[src/rtl/div_pkg.sv]
// div_pkg: shared FSM states and sizing helpers for the BCD result converter.
package div_pkg;
  typedef enum logic [1:0] {IDLE, SHIFT, DONE} state_e;
  localparam int ADD3_THRESH = 5;
  function automatic int bcd_digits(input int n);
    return (n + 2) / 3;
  endfunction
endpackage

[src/rtl/bcd_dabble_step.sv]
// bcd_dabble_step: one double-dabble iteration (add-3 correction, then shift in one bit).
module bcd_dabble_step import div_pkg::*; #(
  parameter int DIG = 2
) (
  input  logic [4*DIG-1:0] bcd,
  input  logic             bit_in,
  output logic [4*DIG-1:0] bcd_next
);
  logic [4*DIG-1:0] adj;
  always_comb begin
    adj = bcd;
    for (int k = 0; k < DIG; k++)
      adj[4*k+:4] = (bcd[4*k+:4] >= 4'(ADD3_THRESH)) ? bcd[4*k+:4] + 4'd3 : bcd[4*k+:4];
  end
  assign bcd_next = {adj[4*DIG-2:0], bit_in};
endmodule

[src/rtl/div_result_bcd.sv]
// div_result_bcd: converts a divider quotient/remainder pair to packed BCD, one bit per clock.
module div_result_bcd import div_pkg::*; #(
  parameter  int N   = 4,
  localparam int DIG = bcd_digits(N)
) (
  input  logic             clk,
  input  logic             rst,
  input  logic             in_valid,
  output logic             in_ready,
  input  logic [N-1:0]     in_q,
  input  logic [N-1:0]     in_r,
  output logic             out_valid,
  input  logic             out_ready,
  output logic [4*DIG-1:0] out_q_bcd,
  output logic [4*DIG-1:0] out_r_bcd
);
  localparam int CW = (N > 1) ? $clog2(N) : 1;
  state_e           state_q, state_d;
  logic [CW-1:0]    cnt_q, cnt_d;
  logic [N-1:0]     q_sh_q, q_sh_d, r_sh_q, r_sh_d, q_rev;
  logic [4*DIG-1:0] q_acc_q, q_acc_d, r_acc_q, r_acc_d;
  logic [4*DIG-1:0] oq_q, oq_d, or_q, or_d, q_nx, r_nx;
  // The divider delivers Q with index 0 as MSB; flip it so both operands shift MSB-first.
  always_comb begin
    q_rev = '0;
    for (int i = 0; i < N; i++) q_rev[N-1-i] = in_q[i];
  end
  bcd_dabble_step #(.DIG(DIG)) u_q_step (.bcd(q_acc_q), .bit_in(q_sh_q[N-1]), .bcd_next(q_nx));
  bcd_dabble_step #(.DIG(DIG)) u_r_step (.bcd(r_acc_q), .bit_in(r_sh_q[N-1]), .bcd_next(r_nx));
  always_comb begin
    state_d = state_q;
    cnt_d   = cnt_q;
    q_sh_d  = q_sh_q;
    r_sh_d  = r_sh_q;
    q_acc_d = q_acc_q;
    r_acc_d = r_acc_q;
    oq_d    = oq_q;
    or_d    = or_q;
    case (state_q)
      IDLE: if (in_valid) begin
        q_sh_d  = q_rev;
        r_sh_d  = in_r;
        q_acc_d = '0;
        r_acc_d = '0;
        cnt_d   = '0;
        state_d = SHIFT;
      end
      SHIFT: begin
        q_acc_d = q_nx;
        r_acc_d = r_nx;
        q_sh_d  = q_sh_q << 1;
        r_sh_d  = r_sh_q << 1;
        cnt_d   = cnt_q + CW'(1);
        if (cnt_q == CW'(N-1)) begin
          oq_d    = q_nx;
          or_d    = r_nx;
          state_d = DONE;
        end
      end
      DONE: state_d = out_ready ? IDLE : DONE;
      default: state_d = IDLE;
    endcase
  end
  always_ff @(posedge clk) begin
    if (rst) begin
      state_q <= IDLE;
      cnt_q   <= '0;
      q_sh_q  <= '0;
      r_sh_q  <= '0;
      q_acc_q <= '0;
      r_acc_q <= '0;
      oq_q    <= '0;
      or_q    <= '0;
    end else begin
      state_q <= state_d;
      cnt_q   <= cnt_d;
      q_sh_q  <= q_sh_d;
      r_sh_q  <= r_sh_d;
      q_acc_q <= q_acc_d;
      r_acc_q <= r_acc_d;
      oq_q    <= oq_d;
      or_q    <= or_d;
    end
  end
  assign in_ready  = (state_q == IDLE);
  assign out_valid = (state_q == DONE);
  assign out_q_bcd = oq_q;
  assign out_r_bcd = or_q;
endmodule

[config.mk]
export PLATFORM = sky130hd
export DESIGN_NAME = div_result_bcd
export DESIGN_NICKNAME = d
export VERILOG_FILES = /design/src/rtl/div_pkg.sv /design/src/rtl/bcd_dabble_step.sv /design/src/rtl/div_result_bcd.sv
export SDC_FILE = /design/constraint.sdc
export NUM_CORES = 1
export LEC_CHECK = 0
export CORE_MARGIN = 3
export CORE_UTILIZATION = 46
export DETAILED_ROUTE_END_ITERATION = 10
export DONT_BUFFER_PORTS = 1
export GPL_TIMING_DRIVEN = 0
export PLACE_DENSITY_LB_ADDON = 0.05
export SYNTH_ARGS = -nofsm -noshare
export SYNTH_HDL_FRONTEND = slang
export SYNTH_SLANG_ARGS = --single-unit
[constraint.sdc]
create_clock -name clk -period 1.97 [get_ports clk]
set_input_delay 0.197 -clock clk [delete_from_list [all_inputs] [get_ports clk]]
set_output_delay 0.197 -clock clk [all_outputs]
set_load 0.01 [all_outputs]
# Yosys cells after proc, flatten, opt, wreduce, memory -nomap -nowiden
# Cells that the tools add are included.
[classes]
n_addsub = 5
multipliers = 0
div_mod_pow = 0
magnitude_cmp = 4
n_eq_ne = 5
n_shift = 0
muxes = 17
n_bitwise = 0
reduce_logical = 5
[ops]
columns = ["op", "count"]
rows = [
  ["$pmux 8 s2", 2],
  ["$ge 4x3->1 const B", 4],
  ["$mux 4", 4],
  ["$pmux 4 s2", 2],
  ["$add 4x2->4 const B", 2],
  ["$mux 2", 4],
  ["$mux 8", 1],
  ["$add 3x2->3 const B", 2],
  ["$mux 3", 2],
  ["$pmux 2 s3", 1],
  ["$reduce_and 2->1", 3],
  ["$eq 2x2->1 const B", 2],
  ["$ne 2x2->1 const B", 2],
  ["$pmux 2 s2", 1],
  ["$add 2x1->2 const B", 1],
  ["$eq 2x1->1 const B", 1],
  ["$logic_not 2->1", 1],
  ["$reduce_bool 2->1", 1],
]
[word_totals]
reg_bits = 44
latchBits = 0
ram_bits = 0
romBits = 0
in_bits = 12
output_inout_bits = 18
word_cells = 44
memories = 0

# Logic depth before layout (Yosys ltp)
# Gate-level depths: netlist of run 1.
[depth]
word_depth = 3
mapped_depth = 7
ltp_nobuf = 6

# Hierarchy
# From an unflattened synthesis of run 1, not the netlist that was laid out.
[hier_totals]
cells_unflattened = 226
hier_area_um2 = 2024.4
[modules_own_cells]
columns = ["module", "instances", "cells_each", "area_per_inst_um2", "seq_area_each_um2"]
rows = [
  ["div_result_bcd", 1, 168, 1644.1, 880.8],
  ["bcd_dabble_step", 2, 29, 190.2, 0.0],
]

# Worst setup path before layout of run 1
# No wires, ideal clock.
[synth_path]
path_kind = "register to register"
start = "register q_acc_q[4]"
end = "register oq_q[5] (netlist: out_q_bcd[5])"
setup_time_ps = 63
arrival_ps = 1427
t_required_ps = 1907
setup_slack_ps = 481
path_stages_with_launch = 7
path_buffers = 0
period_less_slack_ps = 1489
cell_sequence = "dfxtp_1 -> inv_1 -> ha_1 -> nand2b_1 -> a21oi_1 -> or4_1 -> nand3_1"
[synth_between]
elab_chain_len = 2
word_cells_on_any_way = 3
classes_between = "1 x add/sub; 1 x order compare; 1 x mux"
[synth_rtl]
columns = ["item", "line_no", "source"]
rows = [
  ["start: declaration", "div_result_bcd.sv:21", "logic [4*DIG-1:0] q_acc_q, q_acc_d, r_acc_q, r_acc_d;"],
  ["start signal: assignment", "div_result_bcd.sv:79", "q_acc_q <= q_acc_d;"],
  ["$ge 4x3->1 or $add 3x2->3 (tied branches)", "bcd_dabble_step.sv:13", "adj[4*k+:4] = (bcd[4*k+:4] >= 4'(ADD3_THRESH)) ? bcd[4*k+:4] + 4'd3 : bcd[4*k+:4];"],
  ["$mux 3 *", "bcd_dabble_step.sv:13", ""],
  ["end signal: assignment", "div_result_bcd.sv:81", "oq_q <= oq_d;"],
  ["end: declaration", "div_result_bcd.sv:22", "logic [4*DIG-1:0] oq_q, oq_d, or_q, or_d, q_nx, r_nx;"],
]
# Mark *: on every way between the ends. The rest lies on a longest branch, timed or not.
# A chain may end at the register's enable or synchronous reset.

# Worst setup path after layout of run 1
# Same ends and word-level chain as after synthesis.

==> flow_summary.toml, run 1 <==
[critical_path]
cp_max_fo = 5
rr_startpoint = "q_acc_q[4]$_SDFFE_PP0P_"
start_kind = "register"
r2r_cells = 6
critPathLaunch = "q_acc_q[4]$_SDFFE_PP0P_"
rrSetupSlack_ps = 330
endpoint_kind = "register"
r2r-end = "out_q_bcd[5]$_SDFFE_PP0P_"
critical_path.max_stage_delay_ps = 490
arrival_ps = 1890
crit_chain = "inv_1 > ha_1 > nand2b_1 > a21oi_1 > or4_1 > nand3_1"
crit_slowest_cell = "or4_1"
critical_path_required_ps = 2210
path_class = "register to register"
endpoint = "out_q_bcd[5]$_SDFFE_PP0P_"

[logic_synthesis]
synth_seq_area_share = 0.424
synth_warnings = 0
synth_seq_cells = 44
ys_types = 36
synth.avg_cell_area_um2 = 8.62
synth_top_area_share = 0.424
yosys-top-cells-area = "dfxtp_1 42%, nor2_1 5.8%, ha_1 5.4%"
syn_area_um2 = 2080
yosys.area.top_type = "dfxtp_1"
synth_nets = 262
netlist_instances = 241

[sta]
worst_slew_pin_slew_ps = 561
hold-worst-slack_ps = 75.1
slew_headroom = 0.624
fin_crit_sh = 0.834
setup_viol = 0
slew_violations = 0
finalSetupTns_ps = 0
grt_setup_unrepaired = "false"
fin_crit_ps = 1640
fin_skew_ps = 4.73
max_clock_freq_ghz = 0.608
hold_viol_final = 0

[grt]
grt_max_degree = 13
overflow = 0
antenna_found_initial = 0
grt_usage = 0.197
grt_pass1_vias = 1663
grt_pass1_wl_um = 7940

[drt]
wl_per_cell_um = 15.6
via_per_inst = 5.66
dr_total_vias = 1692
antenna_left = 0
routed_wl_um = 4650
drc = 0
firstDrtPassIters = 4
drtIter0Drc = 89

[floorplanning]
io-pin-count = 30
die-area_um2 = 5360
fp-row-count = 23
dieWidth_um = 73.2
core-area_um2 = 4170
start_util = 0.498
die_h_um = 73.2

[job]
maxCapViolations = 0

[final_layout]
final_area_um2 = 2230
nFillCells = 432
ff_latch_area_um2 = 881
layout-drive-gt1-share = 0.0683
layout_common_cells = "44 x dfxtp_1, 32 x nor2_1, 17 x a21oi_1"
final_core_util = 0.534
area_growth_pct = 7.35
nets = 269
layout_commonest_cell = "dfxtp_1"
multi_input_area_um2 = 1080
antennaDiodeCount = 0

[clock_network]
cts_buffers = 5
clock-root-buffer = "clkbuf_8"
holdBufCountCts = 0
clk_latency_ps = 300
htreeDepth = 2
path_clk_slew_ps = 80
post_cts_resized = 0
post-cts-setup-buffers = 0
clock_path_buffers = 2
clock-sinks = 44
cts_tree = "done"

[placement]
port_buffers = 0
dp_hpwl_um = 3230
gp_congestion = 0.852
placed_area_um2 = 2140

[power]
finalPower_uw = 1650
ir_drop_uv = 478
leakagePower_uw = 0.000864
power.density_nw_per_um2 = 738

[worst_hold_path]
holdCritPathClass = "input pin to register"
hold_start = "rst"

[outcome]
outcome = "completed"
-- flip-flops by register name (all words and copies together) (netlist names) --
register	flops
cnt_q	2
state_q	2
q_sh_q	4
r_sh_q	4
out_q_bcd	8
r_acc_q	8
out_r_bcd	8
q_acc_q	8
-- layout make-up --
class	count	share of cell area
Buffer	12	0.0325
Clock buffer	8	0.0404
Inverter	12	0.0202
Tap cell	50	0.0281
Multi-Input combinational cell	173	0.484
Sequential cell	44	0.395
-- layer usage --
layer | part of all wire | vias up | GRT usage
met5 | 0 | - | 0
met4 | 0.023 | 0 | 0.0963
met3 | 0.041 | 9 | 0.0441
met2 | 0.45 | 31 | 0.305
met1 | 0.48 | 783 | 0.257
li1 | - | 869 | -
-- per-stage QoR --
step | std cells | worst slack, ps
after floorplan | 241 | 481
after global placement | 291 | 368
after detailed placement | 291 | 342
after CTS | 299 | 322
after global routing | 299 | 203
final | 299 | 326
-- synth_stat cells --
| master | n |
|---|---|
| dfxtp_1 | 44 |
| nor2_1 | 32 |
| a21oi_1 | 17 |
| inv_1 | 12 |
| nand2_1 | 12 |
| nor3_1 | 11 |
| o21ai_0 | 11 |
| nor3b_1 | 10 |
| ha_1 | 9 |
| a211oi_1 | 8 |
| a21o_1 | 6 |
| a22o_1 | 6 |
| a2bb2oi_1 | 6 |
| nand2b_1 | 6 |
| nand3_1 | 6 |
| clkbuf_1 | 5 |
| buf_2 | 4 |
| xnor2_1 | 4 |
| a22oi_1 | 3 |
| buf_6 | 3 |
| nor2b_1 | 3 |
| a211o_1 | 2 |
| mux2i_1 | 2 |
| nand3b_1 | 2 |
| nand4b_1 | 2 |
| o211ai_1 | 2 |
| o21a_1 | 2 |
| o22ai_1 | 2 |
| or4_1 | 2 |
| and2_1 | 1 |
| nand2_2 | 1 |
| nor2_2 | 1 |
| nor2b_2 | 1 |
| o21ai_1 | 1 |
| o21ba_2 | 1 |
| or3_1 | 1 |
-- where the power goes --
group          leakage [uW]  internal [uW]  switching (uW)
logic              0.000461           51.4            80.2
clock network     0.0000455            286             303
registers          0.000357            909            15.3
total              0.000864           1250             398
-- cell families (layout without fill, tap and decap cells) --
| group | after synthesis | in the layout | share of synthesized area |
|---|---|---|---|
| compound gates | 67 | 67 | 0.216 |
| xor+xnor | 4 | 4 | 0.0169 |
| fa+ha+maj | 9 | 9 | 0.0542 |
| buf+inv | 24 | 32 | 0.0566 |
| flops | 44 | 44 | 0.424 |
| mux | 2 | 2 | 0.00964 |
| simple gates | 91 | 91 | 0.223 |
-- how the worst min path moves through the flow --
stage / endpoint / slack (ps) / cells after the start
after CTS: out_r_bcd[5]$_SDFFE_PP0P_ / 80 / 2
after detailed placement: out_r_bcd[5]$_SDFFE_PP0P_ / 400 / 2
after floorplan: state_q[1]$_SDFFE_PP0P_ / 370 / 2
final: out_r_bcd[5]$_SDFFE_PP0P_ / 80 / 2
after global routing: out_r_bcd[5]$_SDFFE_PP0P_ / 80 / 2
after global placement: out_r_bcd[5]$_SDFFE_PP0P_ / 390 / 2
-- critical path: cells and delay by family (launching register included) --
family	cells	cell delay [ps]
AOI/OAI and AO/OA	1	140
adders and majority gates	1	260
buffers and inverters	1	90
DFF	1	400
and+or+nand+nor	3	690
Note: power is estimated with default switching activity, not from simulation.
==> inputs of run 2 (changes only) <==
--- a/config.mk
+++ b/config.mk
@@ -5,6 +5,7 @@
 export SDC_FILE = /design/constraint.sdc
 export NUM_CORES = 1
 export LEC_CHECK = 0
+export ABC_AREA = 1
 export CORE_MARGIN = 3
 export CORE_UTILIZATION = 46
 export DETAILED_ROUTE_END_ITERATION = 10
==> constraint.sdc (replaced) <==
create_clock -name clk -period 1.3 [get_ports clk]
set_input_delay 0.13 -clock clk [delete_from_list [all_inputs] [get_ports clk]]
set_output_delay 0.13 -clock clk [all_outputs]
set_load 0.01 [all_outputs]
==> flow_summary.toml, run 2 <==
[logic_synthesis]
async_flop_share = 0
yosys-top-cells-area = "dfxtp_1 42%, nand2_1 15%, a21oi_1 8.0%"
synth_top_area_share = 0.416
synth.most_common_cell = "nand2_1"
synth.avg_cell_area_um2 = 7.23
syn_area_um2 = 2120
ys_types = 25
synth_nets = 314
synth_warnings = 0
synth_edf_count = 0
yosys.area.top_type = "dfxtp_1"
synth_seq_cells = 44
ys_top_cells_by_count = "83 x nand2_1, 44 x dfxtp_1, 38 x inv_1"
ys.flop_type = "dfxtp_1"
netlist_instances = 293
synth_seq_area_share = 0.416

[final_layout]
layout_commonest_cell = "nand2_1"
area_growth_pct = 17.6
nets = 331
layout-drive-gt1-share = 0.216
instances_no_fill = 362
antennaDiodeCount = 0
layout_common_cells = "71 x nand2_1, 36 x dfxtp_1, 32 x inv_1"

[floorplanning]
die-area_um2 = 5460
die_h_um = 73.9
fp-row-count = 24
dieWidth_um = 73.9
core-area_um2 = 4410
io-pin-count = 30
start_util = 0.480

[grt]
antenna_found_initial = 0
grt_usage = 0.188
overflow = 0
grt_max_degree = 13
grt_pass1_vias = 1646
grt_pass1_wl_um = 7800

[clock_network]
clock-sinks = 44
clock-root-buffer = "clkbuf_8"
cts_tree = "done"
clk_latency_ps = 300
cts_buffers = 5
clock_path_buffers = 2
htreeDepth = 2
path_clk_slew_ps = 80

[placement]
gp_congestion = 0.810
dp_hpwl_um = 3340
port_buffers = 0
dp_cells = 345

[drt]
drtIter0Drc = 106
antenna_left = 0
dr_total_vias = 1846
via_per_inst = 5.10
drc = 0
routed_wl_um = 4900
firstDrtPassIters = 4
wl_per_cell_um = 13.5

[critical_path]
rrSetupSlack_ps = 60
arrival_ps = 1440
rr_startpoint = "q_acc_q[0]$_SDFFE_PP0P_"
r2r-end = "out_q_bcd[2]$_SDFFE_PP0P_"
critical_path_required_ps = 1500
start_kind = "register"
endpoint = "out_q_bcd[2]$_SDFFE_PP0P_"
endpoint_kind = "register"
path_class = "register to register"
cp_max_fo = 5
r2r_cells = 9
critPathLaunch = "q_acc_q[0]$_SDFFE_PP0P_"

[sta]
max_clock_freq_ghz = 0.807
fin_crit_ps = 1240
slew_headroom = 0.635
finalSetupTns_ps = 0
slew_violations = 0
hold-worst-slack_ps = 10.7
setup_viol = 0
fin_skew_ps = 6.16
hold_viol_final = 0
worst_slew_pin_slew_ps = 548
fin_crit_sh = 0.953

[power]
ir_drop_uv = 676
power.density_nw_per_um2 = 1020
leakagePower_uw = 0.00109
finalPower_uw = 2540

[outcome]
outcome = "completed"

[worst_hold_path]
holdCritPathClass = "input pin to register"

[job]
maxCapViolations = 0
==> run 2: cell types whose count changed in the layout (fill, tap and decap cells not counted), sizes merged, moves of 7 or more <==
cell and delta:
a211oi -7, nor2 -25, a21oi +17, nand2 +72, nand4 +8, nand3 +11
nor3b -10, nor3 -10, inv +30
==> run 2: timing repair <==
item                                   4_1_cts  5_1_grt
pin swaps                                    1        7
endpoints found under the hold margin        2        0
hold buffers                                 3        0
resized for setup                           12       41
setup endpoints to repair                   28       34
setup buffers                                0        7
==> run 2: worst min path at each step <==
stage,end,cells after the start,start
3_5_place_dp,r_sh_q[0]$_SDFFE_PP0P_,2,in_valid
5_1_grt,state_q[0]$_SDFFE_PP0P_,2,in_valid
6_report,state_q[0]$_SDFFE_PP0P_,2,in_valid
3_3_place_gp,r_sh_q[0]$_SDFFE_PP0P_,2,in_valid
4_1_cts,q_sh_q[0]$_SDFFE_PP0P_,2,in_valid
2_1_floorplan,q_sh_q[0]$_SDFFE_PP0P_,2,in_q[3]
==> run 2: through the flow <==
stage	utilization	setup WS, ps	instance area [um2]
global placement	0.495	-107	2180
finish	0.565	60.7	2490
global route	0.565	-12.7	2490
floorplan	-	53.5	2120
detailed placement	0.495	-100	2180
CTS	0.527	11.4	2330
==> run 2: logic make-up (layout without fill, tap and decap cells) <==
group | count (synthesis) | in the layout | synth area share
AND/OR/NAND/NOR | 119 | 119 | 0.240
AO/OA/AOI/OAI | 69 | 69 | 0.183
buffers and inverters | 52 | 69 | 0.108
flip-flops | 44 | 44 | 0.416
adder cells (fa/ha/maj) | 9 | 9 | 0.0531
==> run 2: critical path, cell delays in order (launching register included) <==
cell     delay, ps
dfxtp_4        390
inv_4           50
ha_4           150
inv_1           60
nand2_2         90
nand3_4        120
nand2_1         70
nand2_1         80
a21o_1         110
inv_1           30
==> run 2: area by class of cell <==
cell class / count / area [um2]
timing repair buffer: 10 / 82.6
sequential: 44 / 898
clock buffer: 6 / 72.6
fill: 438 / 1920
clock inverter: 1 / 5.00
buffer: 10 / 72.6
inverter: 42 / 168
multi-input combinational: 197 / 1130
tap: 52 / 65.1
==> run 2: report_power, final <==
group / internal (uW) / switching, uW / total (uW)
combinational: 118 / 195 / 313
sequential: 1380 / 33.2 / 1420
clock: 366 / 447 / 813
total: 1870 / 676 / 2540
==> run 2: layer usage <==
layer	wire, um	vias to the layer above	track usage	part of all wire
met5	0	-	0	0
met4	75	0	0.0543	0.015
met3	149	9	0.0547	0.030
met2	2420	22	0.312	0.49
met1	2260	829	0.234	0.46
li1	-	986	-	-
==> inputs of run 3 (changes only) <==
--- a/config.mk
+++ b/config.mk
@@ -7,7 +7,7 @@
 export LEC_CHECK = 0
 export ABC_AREA = 1
 export CORE_MARGIN = 3
-export CORE_UTILIZATION = 46
+export CORE_UTILIZATION = 45
 export DETAILED_ROUTE_END_ITERATION = 10
 export DONT_BUFFER_PORTS = 1
 export GPL_TIMING_DRIVEN = 0
==> flow_summary.toml, run 3 (synthesized netlist as in run 2, its figures left out) <==
[sta]
hold_viol_final = 0
worst_slew_pin_slew_ps = 532
setup_ws_ps = 60.1
finalSetupTns_ps = 0
max_clock_freq_ghz = 0.807
slew_headroom = 0.645
fin_crit_sh = 0.954
fin_crit_ps = 1240
slew_violations = 0
fin_skew_ps = 7.22
grt_setup_unrepaired = "true"
setup_viol = 0

[clock_network]
clock_path_buffers = 2
cts_buffers = 5
clk_latency_ps = 300
path_clk_slew_ps = 90
clock-sinks = 44
cts_tree = "done"
htreeDepth = 2
clock-root-buffer = "clkbuf_8"

[worst_hold_path]
hold_start = "in_valid"
hold_depth = 2
holdCritPathClass = "input pin to register"
hold_end = "state_q[0]$_SDFFE_PP0P_"

[floorplanning]
core-area_um2 = 4440
fp-row-count = 24
dieWidth_um = 74.6
die_h_um = 74.6
start_util = 0.477
io-pin-count = 30
die-area_um2 = 5570

[critical_path]
r2r_cells = 6
arrival_ps = 1440
crit_chain = "ha_1 > inv_1 > nor2_4 > inv_2 > a21oi_1 > nor2_1"
r2r-end = "out_q_bcd[7]$_SDFFE_PP0P_"
endpoint_kind = "register"
crit_slowest_cell = "dfxtp_2"
path_class = "register to register"
critical_path.max_stage_delay_ps = 340
critical_path_required_ps = 1500
cp_max_fo = 10
start_kind = "register"
rr_startpoint = "cnt_q[0]$_SDFFE_PP0P_"
rrSetupSlack_ps = 60

[final_layout]
final_area_um2 = 2530
layout-drive-gt1-share = 0.224
nets = 333
nFillCells = 457
antennaDiodeCount = 0
instances_no_fill = 365
layout_commonest_cell = "nand2_1"
area_growth_pct = 19.6
final_core_util = 0.570
layout_common_cells = "71 x nand2_1, 33 x dfxtp_1, 32 x a21oi_1"

[placement]
dp_hpwl_um = 3340
placed_area_um2 = 2180
dp_cells = 345
place_ws_ps = -129
port_buffers = 0
gp_congestion = 0.781

[drt]
met1Wirelength_um = 2490
routed_wl_um = 5080
via_per_inst = 5.27
drtIter0Drc = 114
routed.top_layer = "met4"
dr_total_vias = 1922
met3_length_um = 241
antenna_left = 0
firstDrtPassIters = 4
wl_per_cell_um = 13.9
wl_met2_um = 2300
drc = 0

[grt]
grt_usage = 0.186
grt_pass1_wl_um = 7910
antenna_found_initial = 0
overflow = 0
grt_max_degree = 15
grt_pass1_vias = 1666

[power]
ir_drop_uv = 762
leakagePower_uw = 0.00114
power.density_nw_per_um2 = 1100

[job]
maxCapViolations = 0

[outcome]
outcome = "completed"
==> run 3: changes by cell type in the layout (fill, tap and decap cells not counted), sizes merged <==
cell and change:
dlygate4sd3 +1, clkinvlp +1, bufinv +1, buf +1
clkbuf -1
==> run 3: metal layers <==
metal / up-vias / track usage
li1: 1000 / -
met1: 876 / 0.259
met2: 42 / 0.288
met3: 4 / 0.0494
met4: 0 / 0.0474
met5: - / 0
==> run 3: worst max path at each step <==
stage          cells after the start                         to  slack (ps)                    start
6_report                           6  out_q_bcd[7]$_SDFFE_PP0P_          60    cnt_q[0]$_SDFFE_PP0P_
5_1_grt                            6  out_q_bcd[7]$_SDFFE_PP0P_         -30    cnt_q[0]$_SDFFE_PP0P_
4_1_cts                            9  out_q_bcd[1]$_SDFFE_PP0P_           1  q_acc_q[1]$_SDFFE_PP0P_
3_5_place_dp                       9  out_q_bcd[2]$_SDFFE_PP0P_        -130  q_acc_q[0]$_SDFFE_PP0P_
3_3_place_gp                       9  out_q_bcd[2]$_SDFFE_PP0P_        -150  q_acc_q[0]$_SDFFE_PP0P_
2_1_floorplan                      9  out_q_bcd[2]$_SDFFE_PP0P_          50  q_acc_q[0]$_SDFFE_PP0P_
==> run 3: what timing repair did <==
item | CTS | global route
setup endpoints to repair | 29 | 35
endpoints found under the hold margin | 3 | 0
gates cloned | 0 | 1
pin swaps | 1 | 4
hold buffers | 4 | 0
gates resized for setup | 13 | 41
setup buffers | 1 | 6
==> run 3: through the flow <==
stage          total power, uW  hold slack (ps)
2_1_floorplan             1650              295
3_3_place_gp              1720              305
5_1_grt                   2890             11.9
3_5_place_dp              1720              308
4_1_cts                   2790             42.5
6_report                  2780             6.23
==> run 3: cell type report <==
type / count / area, um2 / area share
Clock inverter: 3 / 42.5 / 0.0168
Sequential cell: 44 / 902 / 0.356
Timing Repair Buffer: 12 / 101 / 0.0400
Buffer: 10 / 72.6 / 0.0286
Clock buffer: 5 / 68.8 / 0.0271
Multi-Input combinational cell: 197 / 1120 / 0.442
Inverter: 42 / 163 / 0.0642
Tap cell: 52 / 65.1 / 0.0257
==> run 3: where the power goes <==
group	internal [uW]	leakage, uW	switching (uW)
registers	1380	0.000362	31.6
clock network	569	0.0000541	491
logic	113	0.000722	192
==> run 3: critical path: cells and delay by family, from the launching register on <==
| kind | cells | cell delay [ps] |
|---|---|---|
| DFF | 1 | 340 |
| and+or+nand+nor | 2 | 260 |
| buffers and inverters | 2 | 230 |
| AOI/OAI and AO/OA | 1 | 170 |
| adders and majority gates | 1 | 140 |
